## src/rtl/state_register_pkg.sv

```systemverilog
// Shared defaults and the legality helper for state_register.
package state_register_pkg;

  localparam int unsigned DEF_STATE_W     = 3;
  localparam int unsigned DEF_NUM_STATES  = 8;
  localparam int unsigned DEF_RESET_STATE = 0;
  localparam int unsigned DEF_DWELL_W     = 8;

  // An encoding is legal when it falls inside 0..numStates-1.
  function automatic logic is_legal(input int unsigned enc, input int unsigned numStates);
    return enc < numStates;
  endfunction

endpackage

```

## src/rtl/dwell_counter.sv

```systemverilog
// Saturating up-counter, cleared synchronously by reset or clr.
module dwell_counter #(
  parameter int unsigned W = 8
) (
  input  logic         clk,
  input  logic         reset,
  input  logic         clr,
  output logic [W-1:0] count
);

  localparam logic [W-1:0] MAX_COUNT = '1;

  logic [W-1:0] count_q;
  logic [W-1:0] count_d;

  always_comb begin
    count_d = count_q;
    if (clr) begin
      count_d = '0;
    end else if (count_q != MAX_COUNT) begin
      count_d = count_q + 1'b1;
    end
  end

  always_ff @(posedge clk) begin
    if (reset) begin
      count_q <= '0;
    end else begin
      count_q <= count_d;
    end
  end

  assign count = count_q;

endmodule

```

## src/rtl/state_register.sv

```systemverilog
// Present-state register with previous-state history, change pulse and sticky illegal flag.
// Optional dwell counter and dwell_count port exist only when STATE_REGISTER_DWELL_EN is defined.
module state_register
  import state_register_pkg::*;
#(
  parameter int unsigned STATE_W     = DEF_STATE_W,
  parameter int unsigned NUM_STATES  = DEF_NUM_STATES,
  parameter int unsigned RESET_STATE = DEF_RESET_STATE,
  parameter int unsigned DWELL_W     = DEF_DWELL_W
) (
  input  logic               clk,
  input  logic               reset,
  input  logic               en,
  input  logic [STATE_W-1:0] next_state,
  input  logic               clear_illegal,
  output logic [STATE_W-1:0] current_state,
  output logic [STATE_W-1:0] prev_state,
  output logic               state_changed,
  output logic               illegal_flag
`ifdef STATE_REGISTER_DWELL_EN
  ,
  output logic [DWELL_W-1:0] dwell_count
`endif
);

  localparam logic [STATE_W-1:0] RESET_ENC = STATE_W'(RESET_STATE);

  if (NUM_STATES < 2 || NUM_STATES > (1 << STATE_W) ||
      RESET_STATE >= NUM_STATES || DWELL_W < 1) begin : g_param_check
    $error("state_register: illegal parameter combination");
  end

  logic [STATE_W-1:0] state_q, state_d;
  logic [STATE_W-1:0] prev_q, prev_d;
  logic               changed_q, changed_d;
  logic               illegal_q, illegal_d;
  logic               legal;
  logic [STATE_W-1:0] load_val;

  // Illegal requests are redirected to RESET_ENC and then treated like any other load.
  always_comb begin
    legal     = is_legal(32'(next_state), NUM_STATES);
    load_val  = legal ? next_state : RESET_ENC;
    state_d   = state_q;
    prev_d    = prev_q;
    changed_d = 1'b0;
    illegal_d = illegal_q;
    if (clear_illegal) begin
      illegal_d = 1'b0;
    end
    if (en) begin
      if (!legal) begin
        illegal_d = 1'b1;
      end
      if (load_val != state_q) begin
        changed_d = 1'b1;
        prev_d    = state_q;
        state_d   = load_val;
      end
    end
  end

  always_ff @(posedge clk) begin
    if (reset) begin
      state_q   <= RESET_ENC;
      prev_q    <= RESET_ENC;
      changed_q <= 1'b0;
      illegal_q <= 1'b0;
    end else begin
      state_q   <= state_d;
      prev_q    <= prev_d;
      changed_q <= changed_d;
      illegal_q <= illegal_d;
    end
  end

  assign current_state = state_q;
  assign prev_state    = prev_q;
  assign state_changed = changed_q;
  assign illegal_flag  = illegal_q;

`ifdef STATE_REGISTER_DWELL_EN
  // Cleared on the same edge that loads a new value, so it reads 0 during the change pulse.
  dwell_counter #(
    .W(DWELL_W)
  ) u_dwell_counter (
    .clk  (clk),
    .reset(reset),
    .clr  (changed_d),
    .count(dwell_count)
  );
`endif

endmodule

```

## config.mk

```make
export PLATFORM = sky130hd
export DESIGN_NAME = state_register
export DESIGN_NICKNAME = d
export VERILOG_FILES = /design/src/rtl/state_register_pkg.sv /design/src/rtl/dwell_counter.sv /design/src/rtl/state_register.sv
export SDC_FILE = /design/constraint.sdc
export NUM_CORES = 1
export LEC_CHECK = 0
export ABC_AREA = 0
export CAP_MARGIN = 40
export CORE_AREA = 2 2 39 41
export DETAILED_ROUTE_END_ITERATION = 16
export DIE_AREA = 0 0 41 43
export HOLD_SLACK_MARGIN = 0.02
export MAX_ROUTING_LAYER = met4
export SLEW_MARGIN = 30
export SYNTH_ARGS = -nofsm -noshare
export SYNTH_HDL_FRONTEND = slang
export SYNTH_HIERARCHICAL = 1
export SYNTH_SLANG_ARGS = --single-unit
```

## constraint.sdc

```tcl
create_clock -name clk -period 1.9 [get_ports clk]
set_clock_uncertainty 0.1 [all_clocks]
set_input_delay 0.19 -clock clk [delete_from_list [all_inputs] [get_ports clk]]
set_output_delay 0.19 -clock clk [all_outputs]
set_load 0.01 [all_outputs]
```

==> impl_results.md, run 1 <==
- Status: finished, final reports clean
- RSZ-0062 raised after global routing: false
- DRT iter0 DRCs: 1
- Arr. time, crit path: between 1.5 and 2 ns
- Antenna Cells: 0
- TritonCTS buffer count: 3
- Clock power share: 36.0%
- Net Switching: ~0.095 mW
- NumNets Final: 61
- Routed wire length: approximately 780 µm
- Cell variety after synth: 15
- Largest net degree at the start of global routing: 11
- # DRC: 0
- Fmax: ~0.67 GHz
- Worst setup EP type: flop
- Min Hold Slack: 0.464 ns
- Fin crit period: about 1.5 ns
- Vias per cell: 4.83
- Post-DP HPWL: 532 µm
- Area of the die: 0.00176 mm²
- Post-Syn Area: 363 µm²
- Antenna violations before repair: 0
- Rows: 14
- Inst Count DP: 65
- Synth warn: 6
- Post-synth top area share: around two fifths
- Setup crit start kind: input port
- Switch share: roughly 25%
- Area Growth Syn to Fin: 42.8%
- Vias in the first global route: 310
- Max-cap check violation count: 0
- Placer's final routability congestion estimate: 0.721
- CP required: 1.97 ns
- CP max FO: 5
- Global Route Usage Sum: 11.5%
- Final setup fails: 0
- Clk sink count: 7
- Routed Antenna Nets: 0
- Global-route wire length before repair: ~1300 µm
- Drt first pass iters: 2
- Vias: 333
- Pleak: 0.202 nW
- Drt wl/cell: 11.2 µm
- Top cells by area, synth: dfxtp_1 (39%), mux2i_1 (8.3%), or4b_1 (8.3%)
- Core ar.: 0.00138 mm²
- Crit Path Category: in -> reg
- Hold/Removal Path Class: reg -> reg
- Logic pwr share: roughly a fifth
- Sequential Power Share: between 40% and 50%
- Synthesized flop and latch total: 7
- Ratio of cells with drive above 1 in the final layout: 5.66%
- Bufs on Longest Clock Path: 2
- Mapped Cells: 39
- Final Hold Viols: 0
- CTS tree: done
- P_int: 0.276 mW
- Setup Buffers After CTS: 0
- Cts repair resizes: 0
- Post-CTS Hold Buffers: 0
- Most common cell after layout, fill and taps aside: clkdlybuf4s50_1
- Sequential fraction of the synthesis area: 38.6%
- Die Y: 43 µm
- Commonest cells after routing, fill and taps aside: clkdlybuf4s50_1 (12), dfxtp_1 (7)
- H-tree depth: 1
- Grt ovf: 0
- Cell Count, Final, Fillers Out: just under 70
- Post-route setup TNS: 0 ns
- Mean Syn Cell Area: 9.30 µm²
- Final core utilization: 37.4%
- Biggest area consumer among synthesized cells: dfxtp_1
- Root Driver: clkbuf_4
- # IOs: 15
- Final Max Tran Viols: 0
- Skew-Pair Late Insertion Delay: 0.25 ns
- Initial Util: 26.2%
- PwrDens: 716 mW/mm²
- Chip Width: 41 µm
- Final period utilization: 78.6%
- Mapped Nets: 46
- VDD IR max: 282 µV
- CTS clk-pin slew, worst paths: approximately 0.05 ns
- Port Buffers: 12
per-stage QoR:
step	setup WS [ns]	total power, mW	cell area (µm²)
after floorplan	0.527	0.204	363
after global placement	0.136	0.240	492
after detailed placement	0.151	0.240	492
after CTS	0.385	0.378	518
after global routing	0.308	0.396	518
final	0.406	0.371	518
Yosys cell counts, drive strengths merged:
library cell and number:
clkbuf 1, or4b 3, nor3 1, a2bb2oi 3, mux2i 3, o21bai 3
xor2 3, nor3b 1, nand2b 3, nor2 3, a31oi 3, buf 1
conb 1, dfxtp 7, nand2 3
sequential cells by signal, indices dropped and copies added, names as in the netlist:
| signal | cells |
|---|---|
| state_changed | 1 |
| prev_state | 3 |
| current_state | 3 |
final timing paths:
path | startpoint | to | slack (ns) | depth (start not counted)
setup reg to reg | current_state[1] | prev_state[0] | 0.48 | 3
setup / recovery | next_state[1] | prev_state[0] | 0.41 | 4
hold / removal | current_state[0] | current_state[0] | 0.46 | 2
hold reg to reg | current_state[0] | current_state[0] | 0.46 | 2
cell families (layout without fill, tap and decap cells):
kind of cell,count (synthesis),count (layout),share of synthesized area (%)
other,1,1,1.03
muxes,3,3,8.28
and+or+nand+nor,14,14,23.1
DFF,7,7,38.6
buffers and inverters,2,16,3.10
xor gates and xnor gates,3,3,7.24
AOI/OAI and AO/OA,9,9,18.6
cell type report:
| type | count | area (µm²) |
|---|---|---|
| timing repair buffer | 12 | 120 |
| tap | 16 | 20.0 |
| fill | 149 | 866 |
| clock buffer | 4 | 26.3 |
| multi-input combinational | 30 | 211 |
| sequential | 7 | 140 |
worst max-delay path, cell delays in order:
cell             delay, ns
clkdlybuf4s50_1       0.47
xor2_1                0.22
or4b_1                0.51
a31oi_1               0.17
power groups by stage:
stage               clock, mW  sequential [mW]  combinational [mW]
floorplan                   0            0.170              0.0342
finish                  0.134            0.164              0.0738
global route            0.150            0.165              0.0811
detailed placement          0            0.167              0.0737
global placement            0            0.166              0.0740
CTS                     0.139            0.164              0.0748
metal layers:
metal / global-route usage, % / share of wire (%) / vias up
met5: - / 0 / -
met4: 2.00 / 0 / 0
met3: 7.85 / 6.2 / 0
met2: 13.4 / 43 / 11
met1: 16.5 / 51 / 151
li1: - / - / 171
(Power assumes the default switching activity.)
==> run 2, diff against run 1 <==
- clock period: 1.9 -> 1.3 ns (I/O delays scaled with it)
==> impl_results.md, run 2 (synthesized netlist as in run 1, its figures left out) <==
- TritonCTS buffer count: 3
- RSZ-0062 raised after global routing: true
- Area Growth Syn to Fin: 68.6%
- Max-cap check violation count: 0
- Sequential Power Share: 41.7%
- Post-DP HPWL: 669 µm
- Setup crit start kind: flop
- VDD IR max: 685 µV
- Number of fill cells: 144
- Hold/Removal Path Class: in -> reg
- Final Max Tran Viols: 0
- Clk sink count: 7
- Hold Path Depth: 3
- Ratio of cells with drive above 1 in the final layout: 30.2%
- CP max FO: 3
- Fin crit period: 1.31 ns
- # IOs: 15
- Global Route Usage Sum: 12.9%
- Commonest cells after routing, fill and taps aside: dlygate4sd2_1 (10), buf_4 (10), dfxtp_1 (4)
- Arr. time, crit path: 1.39 ns
- Root Driver: clkbuf_4
- Switch share: around a quarter
- Logic pwr share: about a quarter
- Inst Count DP: 75
- Clock power share: 34.5%
- Die Y: between 40 and 50 µm
- PwrDens: 925 mW/mm²
- Vias in the first global route: 344
- Violated checks: setup timing
- CTS clk-pin slew, worst paths: 0.05 ns
- Worst setup path end: prev_state[1]
- Worst setup EP type: flop
- Vias: 359
- R2R depth: 3
- Net Switching: between 0.1 and 0.15 mW
- Pwr Total: between 0.5 and 0.6 mW
- Rows: 14
- # DRC: 0
- Routed Antenna Nets: 0
- NumNets Final: 71
- Final period utilization: 101%
- Core ar.: about 0.0014 mm²
- P_int: 0.419 mW
- Vias per cell: 4.54
- Post-route setup TNS: -0.0242 ns
- Min Hold Slack: 0.290 ns
- Drt first pass iters: 1
- Cell Count, Final, Fillers Out: 79
- R2R Setup Slk: -0.01 ns
- Crit Path Category: reg -> reg
- Launch point of the critical path: current_state[0]
- Initial Util: 26.2%
- Skew-Pair Late Insertion Delay: around 0.25 ns
- Bufs on Longest Clock Path: 2
- Largest net degree at the start of global routing: 8
- DRT iter0 DRCs: 0
- Fmax: 0.761 GHz
- Global-route wire length before repair: 1440 µm
- H-tree depth: 1
- Antenna Cells: 0
- CP required: 1.37 ns
- Final setup fails: 2
- Area of the die: 0.00176 mm²
- Pleak: 0.286 nW
- Placer's final routability congestion estimate: 0.708
- Post-Place Worst Slack: -0.383 ns
- R2R Path Start: current_state[0]
- Drt wl/cell: approximately 11 µm
- Status: finished with violations
- Post-CTS Hold Buffers: 0
- Final Hold Viols: 0
- Routed wire length: ~830 µm
- Antenna violations before repair: 0
- Chip Width: 41 µm
- Port Buffers: 12
- Worst flop-to-flop path endpoint: prev_state[1]
- CTS tree: done
- Fin worst setup slack: -0.0137 ns
- Grt ovf: 0
-- run 2: cell types whose count changed in the layout (fill, tap and decap cells not counted) --
cell             delta
xor2_1              -3
clkdlybuf4s50_1    -10
dfxtp_2             +1
dfxtp_4             +2
dfxtp_1             -3
xor2_2              +3
buf_4              +10
dlygate4sd2_1      +10
-- run 2: critical path, cell delays in order (launching register included) --
cell	delay [ns]
dfxtp_4	0.35
xor2_2	0.15
or4b_1	0.50
a31oi_1	0.14
-- run 2: cell type report --
| class | count | area [µm²] | share of cell area [%] |
|---|---|---|---|
| clock buffers | 4 | 26.3 | 4.29 |
| multi-input cells | 30 | 234 | 38.2 |
| flip-flops and latches | 7 | 149 | 24.3 |
| well taps | 16 | 20.0 | 3.27 |
| repair buffers | 22 | 183 | 29.9 |
-- run 2: worst min path at each step --
| stage | startpoint | end | slack, ns |
|---|---|---|---|
| 2_1_floorplan | reset | current_state[0] | 0.09 |
| 5_1_grt | next_state[2] | prev_state[2] | 0.33 |
| 6_report | next_state[1] | current_state[1] | 0.29 |
| 4_1_cts | next_state[1] | current_state[1] | 0.29 |
| 3_5_place_dp | prev_state[1] | prev_state[1] | 0.48 |
| 3_3_place_gp | prev_state[0] | prev_state[0] | 0.48 |
-- run 2: power by group through the flow --
stage	Clock (mW)	Sequential [mW]	Combinational (mW)
5_1_grt	0.225	0.238	0.149
4_1_cts	0.208	0.236	0.137
2_1_floorplan	0	0.249	0.0532
6_report	0.195	0.236	0.135
3_3_place_gp	0	0.241	0.148
3_5_place_dp	0	0.241	0.148
-- run 2: per-layer routing --
metal	share of wire [%]	up-vias	routed length [µm]	GRT usage (%)
li1	-	187	-	-
met1	46	159	381	14.6
met2	46	11	378	16.6
met3	6.6	2	55	9.42
met4	1.7	0	14	6.00
met5	0	-	0	-
-- run 2: what timing repair did --
item                                    4_1_cts  5_1_grt
resized for setup                            10        0
gates cloned                                  0        0
buffers inserted                              0        0
endpoints found under the setup margin       10        3
-- run 2: metrics by stage --
stage                     util, %  cell area, µm²
after floorplan                 -             394
after global placement       43.2             598
after detailed placement     43.2             598
after CTS                    44.2             612
after global routing         44.2             612
final                        44.2             612
==> run 3, diff against run 2 <==
- CTS_CLUSTER_SIZE: not set -> 25
- clock period: 1.3 -> 1.6 ns (I/O delays scaled with it)
==> impl_results.md, run 3 (synthesized netlist as in run 1, its figures left out) <==
- Global-route wire length before repair: 1420 µm
- Post-CTS Hold Buffers: 0
- Antenna violations before repair: 0
- Port Buffers: 12
- Final Max Tran Viols: 0
- Chip Width: 41 µm
- DRT iter0 DRCs: 3
- Buffer and inverter count on the worst path: 1
- Area Growth Syn to Fin: 56.6%
- Placed inst area: 542 µm²
- Rows: 14
- Arr. time, crit path: about 1.2 ns
- Drt wl/cell: 11.2 µm
- Cts repair resizes: 0
- Post-DP HPWL: 589 µm
- Vias: 344
- Global Route Usage Sum: 13.1%
- Setup crit start kind: flop
- Initial Util: 26.2%
- Final Hold Viols: 0
- Fmax: 0.678 GHz
- Commonest cells after routing, fill and taps aside: clkdlybuf4s50_1 (12), dfxtp_1 (7), buf_4 (4)
- NumNets Final: 66
- Status: finished, final reports clean
- RSZ-0062 raised after global routing: false
- Clk sink count: 7
- Fin area: between 500 and 600 µm²
- Skew-Pair Late Insertion Delay: ~0.25 ns
- # DRC: 0
- Die Y: approximately 43 µm
- CTS clk-pin slew, worst paths: 0.05 ns
- Bufs on Longest Clock Path: 2
- VDD IR max: 561 µV
- Pleak: between 0.2 and 0.25 nW
- Vias per cell: between 4 and 5
- Core ar.: 0.00138 mm²
- Final period utilization: 92.2%
- CTS tree: done
- CP required: 1.34 ns
- Ratio of cells with drive above 1 in the final layout: 13.8%
- Antenna Cells: 0
- Routed Antenna Nets: 0
- Worst setup EP type: primary output
- Vias in the first global route: 307
- Fin crit period: 1.47 ns
- Setup Buffers After CTS: 0
- Hold/Removal Path Class: reg -> reg
- Final setup fails: 0
- Critical-path cell list: clkdlybuf4s50_1
- CP max FO: 5
- # IOs: 15
- H-tree depth: 1
- Grt ovf: 0
- Slowest cell delay on critical path: 0.57 ns
- Post-route setup TNS: 0 ns
- Largest net degree at the start of global routing: 11
- Crit Path Category: reg -> out
- Placer's final routability congestion estimate: about 0.75
- TritonCTS buffer count: 3
- Routed wire length: slightly above 800 µm
- Slowest stage cell, crit path: clkdlybuf4s50_1
- Largest delay share family, worst path: buffers and inverters
- PwrDens: 809 mW/mm²
- Root Driver: clkbuf_4
- Max-cap check violation count: 0
- Area of the die: 0.00176 mm²
- Drt first pass iters: 4
- Most common cell after layout, fill and taps aside: clkdlybuf4s50_1
run 3: metal layers:
metal / vias up / global-route usage (%) / wire, µm / part of all wire (%)
met5: - / - / 0 / 0
met3: 2 / 9.42 / 57 / 6.9
met2: 14 / 13.8 / 331 / 40
li1: 179 / - / - / -
met4: 0 / 6.00 / 17 / 2.1
met1: 149 / 18.2 / 420 / 51
run 3: layout make-up:
class	count	area, µm²
Clock buffer	4	26.3
Multi-Input combinational cell	30	211
Timing Repair Buffer	17	170
Sequential cell	7	140
Fill cell	145	816
Tap cell	16	20.0
run 3: where the power goes:
group          switching (mW)  internal (mW)
clock                  0.0661         0.0952
sequential            0.00901          0.185
combinational          0.0432         0.0604
run 3: worst min-delay path, stage by stage (launching register included):
cell and delay [ns]:
dfxtp_1 0.34, mux2i_1 0.13, nor2_1 0.05
run 3: path summary, 6_finish.rpt:
| path | start | to | slack (ns) | cells past startpoint |
|---|---|---|---|---|
| min | current_state[0] | current_state[0] | 0.47 | 2 |
| min reg2reg | current_state[0] | current_state[0] | 0.47 | 2 |
| max reg2reg | current_state[1] | prev_state[0] | 0.15 | 3 |
| max | current_state[0] | current_state[0] | 0.13 | 1 |
run 3: stage by stage:
step	util [%]	setup slack [ns]	hold WS (ns)	std cells	total power, mW
after floorplan	-	0.227	0.129	39	0.242
after global placement	39.2	-0.0897	0.456	70	0.300
after detailed placement	39.2	-0.0680	0.465	70	0.302
after CTS	41.0	0.110	0.477	74	0.468
after global routing	41.0	0.0633	0.515	74	0.490
final	41.0	0.125	0.474	74	0.459
